**config.mk**
```make
export PLATFORM = sky130hd
export DESIGN_NAME = vmerge_pipe
export DESIGN_NICKNAME = d
export VERILOG_FILES = /design/src/rtl/vmerge_pkg.sv /design/src/rtl/vmerge_lane.sv /design/src/rtl/vmerge_pipe.sv
export SDC_FILE = /design/constraint.sdc
export NUM_CORES = 1
export LEC_CHECK = 0
export BUFFER_PORTS_ARGS = -buffer_cell sky130_fd_sc_hd__buf_2
export CAP_MARGIN = 20
export CORE_MARGIN = 5
export CORE_UTILIZATION = 40
export CTS_CLUSTER_DIAMETER = 60
export DETAILED_ROUTE_END_ITERATION = 8
export GPL_TIMING_DRIVEN = 0
export PLACE_DENSITY_LB_ADDON = 0.08
export SLEW_MARGIN = 20
export SYNTH_ARGS = -nofsm -noshare
export SYNTH_HDL_FRONTEND = slang
export SYNTH_SLANG_ARGS = --single-unit
```
**constraint.sdc**
```tcl
create_clock -name clk -period 6.7 [get_ports clk]
set_clock_uncertainty 0.15 [all_clocks]
set_input_delay 1.34 -clock clk [delete_from_list [all_inputs] [get_ports clk]]
set_output_delay 1.34 -clock clk [all_outputs]
set_load 0.03 [all_outputs]
```
**src/rtl/vmerge_pkg.sv**
```systemverilog
// vmerge_pkg: mode and element-width encodings shared by the merge pipeline
package vmerge_pkg;
   typedef enum logic [1:0] {
      MODE_VV  = 2'd0,
      MODE_VX  = 2'd1,
      MODE_MV  = 2'd2,
      MODE_RSV = 2'd3
   } mode_e;
   typedef enum logic [1:0] {
      SEW_8  = 2'd0,
      SEW_16 = 2'd1,
      SEW_32 = 2'd2,
      SEW_64 = 2'd3
   } sew_e;
   localparam int LANE_BITS = 64;
endpackage

```
**src/rtl/vmerge_lane.sv**
```systemverilog
// vmerge_lane: byte-granular merge of one 64-bit lane; byte b belongs to lane element b>>sew
module vmerge_lane
   import vmerge_pkg::*;
(
   input  logic [1:0]  sew,
   input  logic [1:0]  mode,
   input  logic [7:0]  mask,
   input  logic [63:0] vec0,
   input  logic [63:0] vec1,
   input  logic [63:0] scalar,
   output logic [63:0] res
);
   for (genvar b = 0; b < 8; b++) begin : byt
      localparam logic [2:0] BI = 3'(b);
      logic [2:0] ei;
      logic [2:0] si;
      logic       sel;
      logic [7:0] tv;
      assign ei  = BI >> sew;
      assign si  = BI & ~(3'b111 << sew);
      assign sel = (mode == MODE_MV) || mask[ei];
      assign tv  = (mode == MODE_VX) ? scalar[{si, 3'b000} +: 8] : vec1[b*8 +: 8];
      assign res[b*8 +: 8] = sel ? tv : vec0[b*8 +: 8];
   end
endmodule

```
**src/rtl/vmerge_pipe.sv**
```systemverilog
// vmerge_pipe: vector merge evaluated in stage 0, then delayed through a stallable valid pipeline
module vmerge_pipe
   import vmerge_pkg::*;
#(
   parameter int DATA_WIDTH = 64,
   parameter int ADDR_WIDTH = 32,
   parameter int LATENCY    = 6,
   parameter int MASK_WIDTH = DATA_WIDTH / 8
) (
   input  logic                  clk,
   input  logic                  rst,
   input  logic                  in_valid,
   output logic                  in_ready,
   input  logic [ADDR_WIDTH-1:0] in_addr,
   input  logic [1:0]            in_sew,
   input  logic [1:0]            in_mode,
   input  logic [MASK_WIDTH-1:0] in_mask,
   input  logic [DATA_WIDTH-1:0] in_vec0,
   input  logic [DATA_WIDTH-1:0] in_vec1,
   input  logic [63:0]           in_scalar,
   output logic                  out_valid,
   input  logic                  out_ready,
   output logic [ADDR_WIDTH-1:0] out_addr,
   output logic [DATA_WIDTH-1:0] out_vec,
   output logic                  out_busy
);
   localparam int LANES = DATA_WIDTH / LANE_BITS;
   logic                  en;
   logic [DATA_WIDTH-1:0] merged;
   logic [LATENCY-1:0]    vld;
   assign en       = !out_valid || out_ready;
   assign in_ready = en;
   for (genvar l = 0; l < LANES; l++) begin : lane
      logic [7:0] ms;
      assign ms = (in_sew == SEW_8)  ? in_mask[l*8 +: 8] :
                  (in_sew == SEW_16) ? {4'b0, in_mask[l*4 +: 4]} :
                  (in_sew == SEW_32) ? {6'b0, in_mask[l*2 +: 2]} :
                                       {7'b0, in_mask[l]};
      vmerge_lane u_lane (
         .sew    (in_sew),
         .mode   (in_mode),
         .mask   (ms),
         .vec0   (in_vec0[l*LANE_BITS +: LANE_BITS]),
         .vec1   (in_vec1[l*LANE_BITS +: LANE_BITS]),
         .scalar (in_scalar),
         .res    (merged[l*LANE_BITS +: LANE_BITS])
      );
   end
   for (genvar s = 0; s < LATENCY; s++) begin : stg
      logic                  v;
      logic [DATA_WIDTH-1:0] d;
      logic [ADDR_WIDTH-1:0] a;
      logic                  pv;
      logic [DATA_WIDTH-1:0] pd;
      logic [ADDR_WIDTH-1:0] pa;
      if (s == 0) begin : src
         assign pv = in_valid;
         assign pd = merged;
         assign pa = in_addr;
      end else begin : src
         assign pv = stg[s-1].v;
         assign pd = stg[s-1].d;
         assign pa = stg[s-1].a;
      end
      assign vld[s] = v;
      // shift on enable; a bubble from upstream lands as zero data and address
      always_ff @(posedge clk) begin
         if (rst) begin
            v <= 1'b0;
            d <= '0;
            a <= '0;
         end else if (en) begin
            v <= pv;
            d <= pv ? pd : '0;
            a <= pv ? pa : '0;
         end
      end
   end
   assign out_valid = stg[LATENCY-1].v;
   assign out_vec   = stg[LATENCY-1].d;
   assign out_addr  = stg[LATENCY-1].a;
   assign out_busy  = |vld;
endmodule

```
==> results.md <==
Run status:
- The run finished with clean final reports.

Synthesis:
- The number of nets in the synthesized netlist is roughly 3,100.
- The library cell occupying the most area in the post-synthesis netlist is sky130_fd_sc_hd__dfxtp_1.
- The post-synthesis instance total is roughly 2,900.
- The most common flop cell mapped by yosys is sky130_fd_sc_hd__dfxtp_1.
- The fraction of registers with async set or reset after synthesis is 0%.
- Yosys mapped a number of flops with a built-in enable equal to 0.
- The synthesized area is 0.0233 mm².
- The number of warnings reported in the yosys synthesis log is 0.
- Counting distinct cell types in the post-synthesis netlist gives between 40 and 50.
- The synthesized design devotes to its leading area cell type between 40% and 50% of total area.
- By area the synthesized netlist is led by sky130_fd_sc_hd__dfxtp_1, sky130_fd_sc_hd__a21oi_1, sky130_fd_sc_hd__nand3_1.
- Each instance of the synthesized netlist takes up on average a little over 8 µm².
- Counting instances in the post-synthesis netlist gives the leading cell types as sky130_fd_sc_hd__nand2_1, sky130_fd_sc_hd__dfxtp_1, sky130_fd_sc_hd__a21oi_1.
- In this run, synthesis produced a sequential element count of 582.
- The cell with the most instances after synthesis is sky130_fd_sc_hd__nand2_1.
- Summing the sequential cell areas from Yosys gives 49.9% of the chip area.

Worst setup path:
- The cell with the biggest individual delay on the critical path is sky130_fd_sc_hd__buf_1.
- In this design, the largest share of critical-path delay is due to buffers and inverters.
- The longest individual stage delay on the worst path is 0.34 ns.
- Along the worst path, the maximum fanout reaches 10.
- The critical path runs through a total of 7 cells.
- Setup slack on the worst reg-to-reg path comes out at 3.86 ns.
- Among the stages of the critical path, the cell type that occurs most often is sky130_fd_sc_hd__buf_2.
- The type of element capturing the critical path is an output pin.
- STA puts the critical path data required time at 5.21 ns.
- Measured in cells, the most critical reg-to-reg path has a length of 7.
- The data arrival at the endpoint of the critical path is just over 3 ns.
- The worst setup path is launched from an input pin.
- Following the worst setup path forward leads to its endpoint at in_ready.
- The critical path class is input pin to output pin.
- The worst register-to-register path ends at stg[4].d[62]$_SDFFE_PP0P_.
- The startpoint of the most critical setup path is out_ready.
- The worst reg2reg path startpoint is out_valid$_SDFFE_PP0P_.
- The critical path contains buffers and inverters numbering 6 combined.
- Traced cell by cell, the critical path runs through buf_2, nor2b_1, buf_2, clkinv_1, buf_2, buf_1, buf_2.

Clock tree:
- Buffers inserted to repair hold after CTS numbered 0.
- The H-tree was split into 2 levels.
- In this run the deepest clock path goes through 3 buffers.
- The number of clock buffers added by TritonCTS is roughly 60.
- The number of buffers added for setup after CTS is 0.
- TritonCTS built the clock tree.
- The library cell used as clock root buffer is sky130_fd_sc_hd__clkbuf_16.
- Post-CTS repair changed the size of 0 cells.
- The register clock-pin slew on the reported worst setup and hold paths is 0.06 ns.
- Clock tree synthesis found a total of roughly 580 sinks.
- The clock network latency to the later pin of the worst-skew pair is approximately 0.61 ns.

Placed design:
- Routability-driven placement finished with a final weighted congestion of 0.969.
- The count of input and output buffers is 336.
- Once placement finished, the instance area stood at roughly 0.026 mm².
- The detailed-placement wirelength estimate is between 60,000 and 70,000 µm.

Floorplan:
- The floorplan has 88 rows.
- The starting density of the core is about two fifths.
- In this run the count of I/O pins placed on the die edge is approximately 340.
- The die span in y is between 200 and 300 µm.
- The horizontal die dimension is between 200 and 300 µm.
- The full die area is 0.0633 mm².
- The core area is 0.0577 mm².

Timing:
- The max-slew violation total from the final report is 0.
- Subtracting the final worst setup slack from the clock period gives 4.57 ns.
- The maximum achievable frequency is 219 MHz.
- The relative max-transition margin is between 20% and 30%.
- For the pin with the worst max-slew slack, the measured transition is ~1.1 ns.
- After routing, the total negative slack on setup checks comes to 0 ns.
- Setup violations remaining at the end of the flow were counted as 0.
- The worst hold slack is between 0.2 and 0.3 ns.
- The final critical path takes up 68.2% of the cycle.
- Setup repair after global routing left no endpoint under its margin.
- The final-report hold violation count came to 0.

Global routing:
- The first global-routing pass estimated 129,000 µm of wire.
- The via count of the first global-routing pass is between 20,000 and 25,000.
- For this run, the total global-route usage over all layers was measured as 26.3%.
- After global routing the overflow that remains totals 0.
- The number of antenna violations at the first check in global routing was 22.
- Entering global routing, the biggest net connects 15 pins.

Final layout:
- The layout net count is about 3,500.
- The final design utilization is 48.7%.
- The cell area after layout is 0.0281 mm².
- The signed area change from the synthesized netlist to the final layout is 20.3%.
- The fraction of final layout cells sized beyond drive strength 1 is between 10% and 20%.

Drt:
- The average wire per cell in the routed design is around 21 µm.
- In the routed design, unresolved DRC markers number 0.
- Summing over every cut layer, the via total after detailed routing is 21,390.
- The first detailed-routing pass took 5 iterations.
- The remaining number of nets flagged by the antenna check after routing is 0.
- Using the TritonRoute via totals, the vias-per-cell ratio works out to between 5 and 6.
- For this block, the initial DRC count from the detailed router was between 1,000 and 1,500.
- The routed wire length is ~86,000 µm.

Power:
- The switching part of the total power is a little under a quarter.
- Across the VDD grid, the largest voltage drop is 0.207 mV.
- Cell internal power was estimated by the tool at 5.82 mW.
- For this design the static power due to leakage is about 9.9 nW.
- The total net switching power is 1.74 mW.
- The sequential group share of total power is 46.7%.
- The part of the total power dissipated in the clock network is between 40% and 50%.
- The cell area power density is 269 mW/mm².
- The combinational group share of total power is 7.2%.

Job:
- Max-cap violations in this run came to 0.

Hold path:
- The path class of the tightest hold or removal check is flip-flop to flip-flop.
-- worst reg2reg max path: stages, from the launching register on --
cell and delay (ns):
sky130_fd_sc_hd__dfxtp_1 0.38, sky130_fd_sc_hd__nor2b_1 0.20, sky130_fd_sc_hd__buf_2 0.25, sky130_fd_sc_hd__buf_2 0.38, sky130_fd_sc_hd__clkbuf_1 0.67, sky130_fd_sc_hd__buf_1 0.47
sky130_fd_sc_hd__nand2_1 0.12, sky130_fd_sc_hd__a21oi_1 0.13
-- how the worst min path moves through the flow --
stage          slack [ns]                         to  depth (start not counted)                 startpoint
2_1_floorplan        0.27  stg[0].d[16]$_SDFFE_PP0P_                          2  stg[0].d[16]$_SDFFE_PP0P_
4_1_cts              0.30  out_addr[16]$_SDFFE_PP0P_                          2  out_addr[16]$_SDFFE_PP0P_
3_3_place_gp         0.29  out_addr[16]$_SDFFE_PP0P_                          2  out_addr[16]$_SDFFE_PP0P_
3_5_place_dp         0.29   out_vec[56]$_SDFFE_PP0P_                          2   out_vec[56]$_SDFFE_PP0P_
5_1_grt              0.31  out_addr[16]$_SDFFE_PP0P_                          2  out_addr[16]$_SDFFE_PP0P_
6_report             0.30   out_vec[56]$_SDFFE_PP0P_                          2   out_vec[56]$_SDFFE_PP0P_
-- placed cells by master (no fill, tap or decap), types with 20 or more instances in the layout --
cell type                   instances
sky130_fd_sc_hd__buf_1             25
sky130_fd_sc_hd__mux2i_1          104
sky130_fd_sc_hd__o21ai_0           31
sky130_fd_sc_hd__clkbuf_16         59
sky130_fd_sc_hd__dfxtp_1          582
sky130_fd_sc_hd__mux2_2            25
sky130_fd_sc_hd__nand2_1          631
sky130_fd_sc_hd__nand3_1          521
sky130_fd_sc_hd__a21oi_1          551
sky130_fd_sc_hd__clkbuf_1         219
sky130_fd_sc_hd__nor2_1            22
sky130_fd_sc_hd__o21ai_1           20
sky130_fd_sc_hd__buf_2            370
-- sequential cells by signal, indices dropped and copies added (netlist names) --
register	cells
out_valid	1
stg.v	5
out_vec	64
stg.a	160
out_addr	32
stg.d	320
-- power by group through the flow --
stage               Sequential [mW]  Clock [mW]  Combinational (mW)
floorplan                      3.59           0               0.292
global placement               3.60           0               0.542
detailed placement             3.60           0               0.542
CTS                            3.53        3.55               0.544
global route                   3.53        3.68               0.583
finish                         3.53        3.49               0.546
-- through the flow --
| stage | power (mW) | cells | worst slack, ns |
|---|---|---|---|
| after global routing | 7.79 | 4081 | 1.97 |
| final | 7.56 | 4091 | 2.13 |
| after CTS | 7.62 | 4081 | 2.11 |
| after floorplan | 3.88 | 2874 | 2.98 |
| after detailed placement | 4.15 | 3975 | 2.12 |
| after global placement | 4.15 | 3975 | 2.13 |
-- final cells by class --
type	instances	area (µm²)
tap	765	957
multi-input combinational	2007	10500
inverter	7	26.3
timing repair buffer	336	1680
clock buffer	84	1730
buffer	278	1140
antenna	10	25.0
clock inverter	22	349
sequential	582	11700
fill	5862	29600
-- cells by family after synthesis --
logic type | count (synthesis) | synth area share [%]
simple gates | 1191 | 22.3
compound gates | 669 | 15.6
flops | 582 | 49.9
buf+inv | 285 | 5.01
mux | 141 | 6.79
fa+ha+maj | 6 | 0.311
-- metal layers --
metal | vias up | wire length [µm] | share of wire [%] | GRT usage [%]
met1 | 9809 | 38200 | 44 | 34.7
met4 | 18 | 3210 | 3.7 | 9.03
met3 | 146 | 5230 | 6.1 | 5.70
li1 | 10779 | - | - | -
met2 | 638 | 39400 | 46 | 43.0
met5 | - | 139 | 0.16 | 0
Note: power is estimated with default switching activity, not from simulation.
